File: src/rtl/board_scanner.sv
// board_scanner: snapshots the 16-cell game board (and optionally the score),
// converts every cell to a 5-bit log2 tile code and streams the frame out
// over a valid/ready interface, one beat per cell.
// Optional feature macro: SCORE_BCD_EN -- when defined, the snapshot score is
// converted to BCD by sequential double-dabble and appended as BCD_DIGITS
// extra beats (out_idx 16..), most significant digit first.
module board_scanner #(
  parameter bit AUTO_REFRESH = 1'b1,
  parameter int BCD_DIGITS   = 7
) (
  input  logic         clk,
  input  logic         rst,
  input  logic [319:0] board,
  input  logic [20:0]  score,
  input  logic         frame_req,
  output logic         out_valid,
  input  logic         out_ready,
  output logic [4:0]   out_idx,
  output logic [4:0]   out_data,
  output logic         out_last,
  output logic         busy,
  output logic         bad_tile
);

  localparam logic [4:0] NUM_CELLS = 5'd16;
  localparam logic [4:0] LAST_CELL = 5'd15;
  localparam logic [4:0] BAD_CODE  = 5'd31;

`ifdef SCORE_BCD_EN
  typedef enum logic [2:0] {S_IDLE, S_CAPTURE, S_SCAN, S_CONV, S_DIGITS} state_t;
  localparam int BCD_W = 4 * BCD_DIGITS;
`else
  typedef enum logic [1:0] {S_IDLE, S_CAPTURE, S_SCAN} state_t;
`endif

  state_t         state_q;
  logic [319:0]   snap_board_q;
  logic [4:0]     cnt_q;
  logic           pending_q;
  logic           out_valid_q;
  logic [4:0]     out_idx_q;
  logic [4:0]     out_data_q;
  logic           out_last_q;
  logic           bad_tile_q;

  logic [19:0]    cell_val_d;
  logic [4:0]     cell_code_d;
  logic           cell_last_d;
  logic           start_d;

  // log2 of a power of two in 2..2^19, 0 for an empty cell, BAD_CODE otherwise.
  function automatic logic [4:0] tile_code(input logic [19:0] v);
    logic [4:0] code;
    code = BAD_CODE;
    if (v == 20'd0) code = 5'd0;
    else
      for (int k = 1; k < 20; k++)
        if (v == (20'd1 << k)) code = 5'(k);
    return code;
  endfunction

  // Select the snapshot cell addressed by the beat counter and encode it.
  always_comb begin
    // NOTE: every always_comb output gets a default first so no latch is inferred.
    cell_val_d = '0;
    for (int i = 0; i < 16; i++)
      if (cnt_q[3:0] == 4'(i)) cell_val_d = snap_board_q[20*i +: 20];
    cell_code_d = tile_code(cell_val_d);
`ifdef SCORE_BCD_EN
    cell_last_d = 1'b0;
`else
    cell_last_d = (cnt_q == LAST_CELL);
`endif
    start_d = frame_req | pending_q | (AUTO_REFRESH && (board != snap_board_q));
  end

`ifdef SCORE_BCD_EN
  logic [20:0]      snap_score_q;
  logic [20:0]      bin_q;
  logic [BCD_W-1:0] bcd_q;
  logic [BCD_W-1:0] bcd_adj_d;
  logic [4:0]       dd_cnt_q;
  logic [3:0]       digit_d;

  // Double-dabble add-3 correction and output digit selection (MSD first).
  always_comb begin
    bcd_adj_d = bcd_q;
    for (int n = 0; n < BCD_DIGITS; n++)
      if (bcd_q[4*n +: 4] >= 4'd5) bcd_adj_d[4*n +: 4] = bcd_q[4*n +: 4] + 4'd3;
    digit_d = '0;
    for (int d = 0; d < BCD_DIGITS; d++)
      if (cnt_q == 5'(d)) digit_d = bcd_q[BCD_W-4-4*d +: 4];
  end
`else
  logic unused_score;
  assign unused_score = ^{score, 5'(BCD_DIGITS)};
`endif

  // Frame sequencer: capture, per-cell beats, optional score digits.
  always_ff @(posedge clk) begin
    if (rst) begin
      // NOTE: the snapshot is reset so AUTO_REFRESH compares against a known zero board.
      state_q      <= S_IDLE;
      snap_board_q <= '0;
      cnt_q        <= '0;
      pending_q    <= 1'b0;
      out_valid_q  <= 1'b0;
      out_idx_q    <= '0;
      out_data_q   <= '0;
      out_last_q   <= 1'b0;
      bad_tile_q   <= 1'b0;
`ifdef SCORE_BCD_EN
      snap_score_q <= '0;
      bin_q        <= '0;
      bcd_q        <= '0;
      dd_cnt_q     <= '0;
`endif
    end else begin
      // NOTE: state uses non-blocking assignments so every branch sees pre-edge values.
      if (frame_req && (state_q != S_IDLE)) pending_q <= 1'b1;
      case (state_q)
        S_IDLE: begin
          if (start_d) begin
            state_q   <= S_CAPTURE;
            pending_q <= 1'b0;
          end
        end
        S_CAPTURE: begin
          snap_board_q <= board;
`ifdef SCORE_BCD_EN
          snap_score_q <= score;
`endif
          cnt_q   <= '0;
          state_q <= S_SCAN;
        end
        S_SCAN: begin
          if (!out_valid_q || out_ready) begin
            if (cnt_q != NUM_CELLS) begin
              out_valid_q <= 1'b1;
              out_idx_q   <= cnt_q;
              out_data_q  <= cell_code_d;
              out_last_q  <= cell_last_d;
              if (cell_code_d == BAD_CODE) bad_tile_q <= 1'b1;
              cnt_q <= cnt_q + 5'd1;
            end else begin
              out_valid_q <= 1'b0;
              out_last_q  <= 1'b0;
`ifdef SCORE_BCD_EN
              state_q  <= S_CONV;
              bin_q    <= snap_score_q;
              bcd_q    <= '0;
              dd_cnt_q <= '0;
`else
              state_q <= S_IDLE;
`endif
            end
          end
        end
`ifdef SCORE_BCD_EN
        S_CONV: begin
          if (dd_cnt_q == 5'd21) begin
            cnt_q   <= '0;
            state_q <= S_DIGITS;
          end else begin
            bcd_q    <= {bcd_adj_d[BCD_W-2:0], bin_q[20]};
            bin_q    <= {bin_q[19:0], 1'b0};
            dd_cnt_q <= dd_cnt_q + 5'd1;
          end
        end
        S_DIGITS: begin
          if (!out_valid_q || out_ready) begin
            if (cnt_q != 5'(BCD_DIGITS)) begin
              out_valid_q <= 1'b1;
              out_idx_q   <= 5'd16 + cnt_q;
              out_data_q  <= {1'b0, digit_d};
              out_last_q  <= (cnt_q == 5'(BCD_DIGITS - 1));
              cnt_q       <= cnt_q + 5'd1;
            end else begin
              out_valid_q <= 1'b0;
              out_last_q  <= 1'b0;
              state_q     <= S_IDLE;
            end
          end
        end
`endif
        default: state_q <= S_IDLE;
      endcase
    end
  end

  assign out_valid = out_valid_q;
  assign out_idx   = out_idx_q;
  assign out_data  = out_data_q;
  assign out_last  = out_last_q;
  assign busy      = (state_q != S_IDLE);
  assign bad_tile  = bad_tile_q;

endmodule
File: config.mk
export PLATFORM = sky130hd
export DESIGN_NAME = board_scanner
export DESIGN_NICKNAME = d
export VERILOG_FILES = /design/src/rtl/board_scanner.sv
export SDC_FILE = /design/constraint.sdc
export NUM_CORES = 1
export LEC_CHECK = 0
export ABC_AREA = 1
export CORE_MARGIN = 1.5
export CORE_UTILIZATION = 36
export CTS_BUF_LIST = sky130_fd_sc_hd__clkbuf_8
export DETAILED_ROUTE_END_ITERATION = 10
export GPL_TIMING_DRIVEN = 0
export HOLD_SLACK_MARGIN = 0.06
export PLACE_DENSITY = 0.58
export SLEW_MARGIN = 30
export SYNTH_ARGS = -nofsm -noshare
export SYNTH_HDL_FRONTEND = slang
export SYNTH_SLANG_ARGS = --single-unit
export TNS_END_PERCENT = 20
File: constraint.sdc
create_clock -name clk -period 3.5 [get_ports clk]
set_input_delay 0.525 -clock clk [delete_from_list [all_inputs] [get_ports clk]]
set_output_delay 0.525 -clock clk [all_outputs]
set_load 0.1 [all_outputs]
; ---- After elaboration in Yosys (flattened, before gate mapping)
; Index checks and enable logic that the tools add are counted.
[classes]
n_bitwise = 2
n_reduce_logical = 13
muxes = 48
eq_ne = 44
add_sub_neg = 1
[op_table]
columns = cell, count
row1 = 20-bit 2-to-1 mux, 16
row2 = 320-bit != test, 1
row3 = 5-bit 2-to-1 mux, 22
row4 = "4-bit == test, second input constant", 8
row5 = "20-bit by 10-bit == test with 1-bit output, second input constant", 1
row6 = "20-bit by 11-bit == test with 1-bit output, second input constant", 1
row7 = "20-bit by 12-bit == test with 1-bit output, second input constant", 1
row8 = "20-bit by 13-bit == test with 1-bit output, second input constant", 1
row9 = "20-bit by 14-bit == test with 1-bit output, second input constant", 1
row10 = "20-bit by 15-bit == test with 1-bit output, second input constant", 1
row11 = "20-bit by 16-bit == test with 1-bit output, second input constant", 1
row12 = "20-bit by 17-bit == test with 1-bit output, second input constant", 1
row13 = "20-bit by 18-bit == test with 1-bit output, second input constant", 1
row14 = "20-bit by 19-bit == test with 1-bit output, second input constant", 1
row15 = "20-bit by 2-bit == test with 1-bit output, second input constant", 1
row16 = "20-bit == test, second input constant", 1
row17 = "20-bit by 3-bit == test with 1-bit output, second input constant", 1
row18 = "20-bit by 4-bit == test with 1-bit output, second input constant", 1
row19 = "20-bit by 5-bit == test with 1-bit output, second input constant", 1
row20 = "20-bit by 6-bit == test with 1-bit output, second input constant", 1
row21 = "20-bit by 7-bit == test with 1-bit output, second input constant", 1
row22 = "20-bit by 8-bit == test with 1-bit output, second input constant", 1
row23 = "20-bit by 9-bit == test with 1-bit output, second input constant", 1
row24 = 20-bit logical NOT, 1
row25 = other kinds (24), 41
[totals]
in_bits = 345
out_inout_bits = 14
wordCells = 117
register_bits = 341

; ---- Depth between registers and ports, before layout
; Gate-level depths: netlist of run 1.
[depth]
ltp_word = 40
ltp_mapped = 30
mapped_depth_nobuf = 30

; ---- Worst setup path before layout of run 1
; OpenSTA, ideal clock, no wires.
[synth_timing]
kind = register to register
from = register cnt_q[1]
to = register bad_tile_q, in the netlist bad_tile
path_slack_ns = 0.609
setup_ns = 0.133
synth_period_minus_slack_ns = 2.891
path_stages_with_launch = 26
path_buffers = 2
t_arrival_ns = 2.758
path_cell_list = dfxtp_1 inv_1 ha_1 inv_2 buf_2 nor2_1 clkbuf_1 nand2_1 nand3_1 nand2_1 nand2_1 nand3_1 nand2_1 nand2_1 nand2_1 nand2_1 nor2_4 nand2_2 nor2_2 nand2_2 nor2_2 o21ai_1 nand3_1 nor2_2 nand4_1 a21oi_1
[synth_via]
elab_chain_cells = 40
[synth_lines]
columns = element, line_no
row1 = from (decl), 38  ; logic [4:0] cnt_q;
row2 = from (signal assigned), 144  ; cnt_q <= cnt_q + 5'd1;
row3 = 4-bit logical NOT, 67  ; if (cnt_q[3:0] == 4'(i)) cell_val_d = snap_board_q[20*i +: 20];
row4 = 20-bit 2-to-1 mux (16 in a row), 67
row5 = 20-bit by 2-bit == test with 1-bit output, 58  ; if (v == (20'd1 << k)) code = 5'(k);
row6 = 5-bit 2-to-1 mux (19 in a row), 58
row7 = 5-bit 2-to-1 mux, 55  ; if (v == 20'd0) code = 5'd0;
row8 = 5-bit == test, 143  ; if (cell_code_d == BAD_CODE) bad_tile_q <= 1'b1;
row9 = 4-bit AND reduction (no line) (*), n/a
row10 = to (signal assigned), 111  ; bad_tile_q <= 1'b0;
row11 = to (signal assigned), 143
row12 = to (decl), 44  ; logic bad_tile_q;
; Every way passes the cells marked *; elsewhere a longest branch is shown, timed or not.
; A chain may end at the register's enable or synchronous reset.

; ---- Worst setup path after layout of run 1
[layout_timing]
from = register cnt_q[2]
to = register out_data_q[1], in the netlist out_data[1]
[layout_via]
elab_chain_cells = 38
[layout_lines]
columns = element, line_no
row1 = 4-bit logical NOT, 67
row2 = 20-bit 2-to-1 mux (16 in a row), 67
row3 = 20-bit by 2-bit == test with 1-bit output, 58
row4 = 5-bit 2-to-1 mux (19 in a row), 58
row5 = 5-bit 2-to-1 mux, 55
row6 = to (signal assigned), 141  ; out_data_q <= cell_code_d;
row7 = to (decl), 42  ; logic [4:0] out_data_q;
; Parallel ways exist; a longest one is shown, timed or not.

==> results of run 1 <==
-- area by class of cell --
class	instances	area (µm²)
tap	748	935.9
multi-input combinational	2265	12200
sequential	341	6837
buffer	163	808.3
antenna	1	2.502
clock inverter	32	151.4
timing repair buffer	363	3651
inverter	413	1593
fill	5757	28190
clock buffer	84	1156
-- logic make-up after synthesis --
family | Yosys count | share of synthesized area
DFF | 341 | 0.3356
xor gates and xnor gates | 133 | 0.05727
adders and majority gates | 5 | 0.003076
AOI/OAI and AO/OA | 725 | 0.1817
and+or+nand+nor | 1398 | 0.3109
buffers and inverters | 576 | 0.1114
-- Yosys cell counts (5+ instances only) --
cell type and n:
buf_2 18, o2111ai_1 8, dfxtp_1 341, nor3_1 13
nand4_1 88, ha_1 5, nand2_2 17, o211ai_1 10
nand2_1 643, nor2_4 8, a21oi_1 310, nor2_2 9
o21ai_1 41, clkbuf_1 132, o21ai_0 351, inv_2 12
nor2_1 283, nand3_1 183, xor2_1 24, inv_1 393
nor4_1 39, or2_2 94, nand3b_1 6, xnor2_1 109
buf_6 8
-- stage by stage --
stage | area, µm² | power (mW)
floorplan | 20340 | 6.713
global placement | 24640 | 8.101
detailed placement | 24630 | 8.109
CTS | 26280 | 12.24
global route | 27340 | 13.10
finish | 27340 | 12.50
-- routing by layer --
layer / up-vias / global-route usage
met2: 808 / 0.4284
met5: - / 0
met4: 0 / 0.09148
li1: 11200 / -
met1: 10120 / 0.3783
met3: 160 / 0.04621
-- registers in the layout, indices dropped and copies added (netlist names) --
| register | count |
|---|---|
| bad_tile | 1 |
| cnt_q | 5 |
| out_data | 5 |
| out_idx | 5 |
| out_last | 1 |
| out_valid | 1 |
| pending_q | 1 |
| snap_board_q | 320 |
| state_q | 2 |
-- where the power goes --
group	switching, mW	leakage (nW)	internal, mW
Clock	1.85	0.778	2.21
Sequential	0.417	2.82	4.36
Combinational	2.26	8.07	1.41
-- path summary, 6_finish.rpt --
check                                  from     endpoint  depth (start not counted)
worst min register to register  out_data[4]  out_data[4]                          2
worst max-delay path               cnt_q[2]  out_data[1]                         29
worst min-delay path                    rst     cnt_q[4]                          2
worst max register to register     cnt_q[2]  out_data[1]                         29
-- worst max-delay path: cells and delay by family (launching register included) --
| kind | cells | cell delay, ps |
|---|---|---|
| AOI/OAI and AO/OA | 3 | 260 |
| buffers and inverters | 4 | 410 |
| DFF | 1 | 320 |
| and+or+nand+nor | 22 | 2410 |
-- placed cells by master (no fill, tap or decap), drive strengths merged, types with 94 or more instances in the layout --
cell type	netlist	final
nand3	187	187
a21oi	311	311
o21ai	392	392
xnor2	109	109
nor2	302	304
inv	409	435
nand2	664	666
clkdlybuf4s50	0	334
dfxtp	341	341
or2	94	94
clkbuf	132	217
-- timing repair --
action | CTS | global route
setup buffers | 8 | 14
endpoints found under the setup margin | 6 | 6
pin swaps | 22 | 77
cloned | 1 | 8
gates resized for setup | 80 | 239
endpoints found under the hold margin | 0 | 0
==> impl_results.md, run 1 <==
- First-pass GRT wire length: 119000 µm
- Worst skew pair latency: 660 ps
- Post-route minimum period: 3539 ps
- CTS tree: built
- Placement Setup Slack: -546.1 ps
- R2R setup slack: -40 ps
- Vias per cell: 5.054
- Via count: 22290
- HPWL after detailed placement: 63270 µm
- Met2 WL: 36080 µm
- Slowest cell on the critical path: dfxtp_2
- Core area: 0.05552 mm²
- Max incr delay on CP: 320 ps
- Final setup vio count: 3
- Static Leak: 11.66 nW
- # clock sinks: 341
- Die H: 240.7 µm
- Peak supply drop: 226.4 µV
- Die area: 0.05794 mm²
- Aggregate routed wire length: 81450 µm
- Max-slew violations: 0
- Top Layer Used: met4
- FMAX: 282.5 MHz
- Final period util: 1.011
- Cell taking the most area after synthesis: dfxtp_1
- Critical Path End Type: flop
- Gr usage total: 0.2731
- CTS Buf Count: 67
- Worst Skew: 20.27 ps
- PwrDens: 457.2 mW/mm²
- Layout net count: 3964
- Placed Cells: 4262
- Syn nets: 3528
- Post-Syn Area per Cell: 6.400 µm²
- # rows: 86
- DR iter-0 viols: 1946
- Run status: finished, violations left
- Die Wd: 240.7 µm
- Fin. Hold Viols: 0
- Met1 WL: 37090 µm
- Critical path peak fanout: 7
- CP Class: flop to flop
- Crit path required time: 4030 ps
- DRT Pass-1 Iters: 6
- TNS Setup: -55.38 ps
- DRC violations left: 0
- Synth warn: 0
- CTS H-tree depth: 3
- Fin cells: 4410
- Post-synth top area share: 0.3356
- Synth Flop Type: dfxtp_1
- Syn-to-layout area delta: 34.40%
- CTS max path bufs: 3
- Synthesized area: 0.02034 mm²
- RSZ-0062 raised after global routing: yes
- Number of global-route vias before repair: 20380
- Startpoint types: flop
- Synth top area cells: dfxtp_1 34%, nand2_1 12%, o21ai_0 8.6%, a21oi_1 7.6%, inv_1 7.3%
- Hold WC Path Type: input pin to flop
- Max-cap violations: 0
- Wire length on met3: 5669 µm
- Antenna violations before repair: 1
- Total gr overflow: 0
- Most Frequent Cell on Critical Path: nand2_2
- Routed WL per cell: 18.47 µm
- Clock transition at path regs: 60 ps
- Worst slew margin: 0.3274
- Gpl congestion: 0.9545
- Root Buffer: clkbuf_8
- Final WS setup: -39.48 ps
- Worst endpoint data arrival time: 4070 ps
- Failing checks: negative setup slack
- Hold-fix buffers, CTS: 0
- Largest net degree at the start of global routing: 11
- # IOs: 359
- Initial Utilization: 0.3663
- Hold WS: 408.6 ps
- Synth async-reset ratio: 0
- Measured slew at the worst slew-check pin: 1009 ps
- PortBufs: 336
- FF+latch count, synth: 341
- Count of cell types in the netlist: 42
- Register area share after synthesis: 0.3356
- Post-route core utilization: 0.4924
- Layout cells sized above 1: 0.1420
- Remaining antenna violation count: 0
- Post-synth EDFFs: 0
- Mapped Cells: 3178
Note: power is estimated with default switching activity, not from simulation.
==> run 2: changes to the inputs <==
--- a/config.mk
+++ b/config.mk
@@ -6,13 +6,16 @@
 export NUM_CORES = 1
 export LEC_CHECK = 0
 export ABC_AREA = 1
+export CELL_PAD_IN_SITES_DETAIL_PLACEMENT = 0
+export CELL_PAD_IN_SITES_GLOBAL_PLACEMENT = 1
 export CORE_MARGIN = 1.5
 export CORE_UTILIZATION = 36
 export CTS_BUF_LIST = sky130_fd_sc_hd__clkbuf_8
 export DETAILED_ROUTE_END_ITERATION = 10
+export GPL_ROUTABILITY_DRIVEN = 0
 export GPL_TIMING_DRIVEN = 0
 export HOLD_SLACK_MARGIN = 0.06
-export PLACE_DENSITY = 0.58
+export PLACE_DENSITY = 0.78
 export SLEW_MARGIN = 30
 export SYNTH_ARGS = -nofsm -noshare
 export SYNTH_HDL_FRONTEND = slang
==> impl_results.md, run 2 (synthesis results as in run 1) <==
- Run status: finished, violations left (unchanged)
- Failing checks: negative setup slack (unchanged)
- PwrDens: 454.7 mW/mm² (was 457.2 mW/mm²)
- Number of global-route vias before repair: 21820 (was 20380)
- Hold WC Path Type: input pin to flop (unchanged)
- Worst skew pair latency: 660 ps (about the same)
- Top reg by flops: snap_board_q (unchanged)
- TNS Setup: -181.4 ps (was -55.38 ps)
- CTS max path bufs: 3 (unchanged)
- HPWL after detailed placement: 65260 µm (was 63270 µm)
- Sequential cell area: 0.006835 mm² (was 0.006837 mm²)
- Core area: 0.05552 mm² (unchanged)
- Placement Setup Slack: -578.8 ps (was -546.1 ps)
- Total gr overflow: 0 (unchanged)
- Most common cell after layout, fill and taps aside: nand2_1 (unchanged)
- Die H: 240.7 µm (unchanged)
- Gr usage total: 0.2819 (was 0.2731)
- Layout cells sized above 1: 0.1383 (was 0.1420)
- Measured slew at the worst slew-check pin: 982.9 ps (was 1009 ps)
- Critical path peak fanout: 9 (was 7)
- FILL cells: 5755 (was 5757)
- Critical Path End Type: flop (unchanged)
- RSZ-0062 raised after global routing: yes (unchanged)
- Clock transition at path regs: 50 ps (was 60 ps)
- Aggregate routed wire length: 84050 µm (was 81450 µm)
- Root Buffer: clkbuf_8 (unchanged)
- First-pass GRT wire length: 123700 µm (was 119000 µm)
- Max-cap violations: 0 (unchanged)
- Syn-to-layout area delta: 33.54% (was 34.40%)
- Layout net count: 3970 (was 3964)
- CTS H-tree depth: 3 (unchanged)
- Fin. Hold Viols: 0 (unchanged)
- CTS tree: built (unchanged)
- # IOs: 359 (unchanged)
- Crit path required time: 4060 ps (was 4030 ps)
- Hold-fix buffers, CTS: 0 (unchanged)
- Remaining antenna violation count: 0 (unchanged)
- Initial Utilization: 0.3663 (unchanged)
- Placed Cells: 4262 (unchanged)
- Leading cell types in the layout, fill and taps excluded: 548 x nand2_1, 418 x inv_1, 346 x o21ai_0 (was 551 x nand2_1, 413 x inv_1, 337 x o21ai_0, 337 x dfxtp_1, 334 x clkdlybuf4s50_1)
- CTS Buf Count: 67 (unchanged)
- Via count: 22930 (was 22290)
- DRT Pass-1 Iters: 5 (was 6)
- Routed WL per cell: 19.03 µm (was 18.47 µm)
- Worst endpoint data arrival time: 4180 ps (was 4070 ps)
- Multi-input gate area: 0.01209 mm² (was 0.01220 mm²)
- Final WS setup: -127.0 ps (was -39.48 ps)
- Startpoint types: flop (unchanged)
- Fin cells: 4416 (was 4410)
- FMAX: 275.7 MHz (was 282.5 MHz)
- Vias per cell: 5.193 (was 5.054)
- PortBufs: 336 (unchanged)
- Die Wd: 240.7 µm (unchanged)
- Worst Skew: 28.04 ps (was 20.27 ps)
- CP Class: flop to flop (unchanged)
- Die area: 0.05794 mm² (unchanged)
- DRC violations left: 0 (unchanged)
- Max reg flops: 320 (unchanged)
- Peak supply drop: 244.8 µV (was 226.4 µV)
- DR iter-0 viols: 2062 (was 1946)
- Power after layout: 12.35 mW (was 12.50 mW)
- Antenna violations before repair: 3 (was 1)
- # clock sinks: 341 (unchanged)
- Static Leak: 11.59 nW (was 11.66 nW)
- Worst slew margin: 0.3427 (was 0.3274)
- Post-route minimum period: 3627 ps (was 3539 ps)
- Max-slew violations: 0 (unchanged)
- Final period util: 1.036 (was 1.011)
- # rows: 86 (unchanged)
- Largest net degree at the start of global routing: 11 (unchanged)
- Final setup vio count: 2 (was 3)
run 2: changes by cell type in the layout (fill, tap and decap cells not counted), sizes merged:
cell,previous run,this run
diode,1,2
clkinv,7,4
inv,435,441
clkbuf,217,212
bufinv,1,0
nand2,666,665
clkdlybuf4s50,334,335
buf,59,67
run 2: worst max-delay path, stage by stage (launching register included):
cell and delay, ps:
dfxtp_4 390, inv_6 50, ha_4 190, inv_8 100
buf_6 140, nand4_1 140, nand3_2 140, nand2_2 90
nand3b_1 150, nand2_1 80, nand2_1 70, nand2_1 70
nand3_1 100, nand3_1 100, nand2_1 80, nand2_1 80
nand3_2 120, nand2_1 100, a21oi_2 200, nor2_4 80
buf_4 130, inv_1 60, nor3_1 50, o21ai_2 210
nand3_1 110, nor2_2 150, nand4_1 180, a21oi_1 160
run 2: cell type report:
type / count / share of cell area
Antenna cell: 2 / 0.0001842
Sequential cell: 341 / 0.2516
Clock buffer: 81 / 0.04104
Timing Repair Buffer: 370 / 0.1354
Multi-Input combinational cell: 2264 / 0.4452
Clock inverter: 34 / 0.005021
Tap cell: 748 / 0.03445
Buffer: 163 / 0.02883
Inverter: 413 / 0.05827
run 2: stage by stage:
step                hold slack (ps)    util  area (µm²)
floorplan                     452.1       -       20340
global placement              442.6  0.4438       24640
detailed placement            446.1  0.4437       24630
CTS                           391.5  0.4800       26650
global route                  427.6  0.4892       27160
finish                        440.6  0.4892       27160
run 2: what timing repair did:
action | 4_1_cts | 5_1_grt
setup buffers | 16 | 14
pin swaps | 68 | 57
gates cloned | 3 | 4
gates resized for setup | 175 | 96
setup endpoints to repair | 6 | 6
run 2: metal layers:
layer  up-vias  track usage  part of all wire
met5         -            0                 0
met4         0       0.1039             0.032
met3       142      0.04003             0.070
met1     10730       0.3784              0.44
li1      11200            -                 -
met2       861       0.4583              0.46
run 2: worst paths after layout:
path         startpoint  endpoint  slack, ps  depth (start not counted)
max reg2reg    cnt_q[1]  bad_tile       -130                         27
min                 rst  cnt_q[4]        440                          2
min reg2reg    bad_tile  bad_tile        450                          2
max            cnt_q[1]  bad_tile       -130                         27
run 2: report_power, final:
group	leakage, nW	internal, mW	switching (mW)	total, mW
Combinational	8.02	1.40	2.26	3.67
Clock	0.752	2.07	1.84	3.91
Sequential	2.81	4.36	0.413	4.77
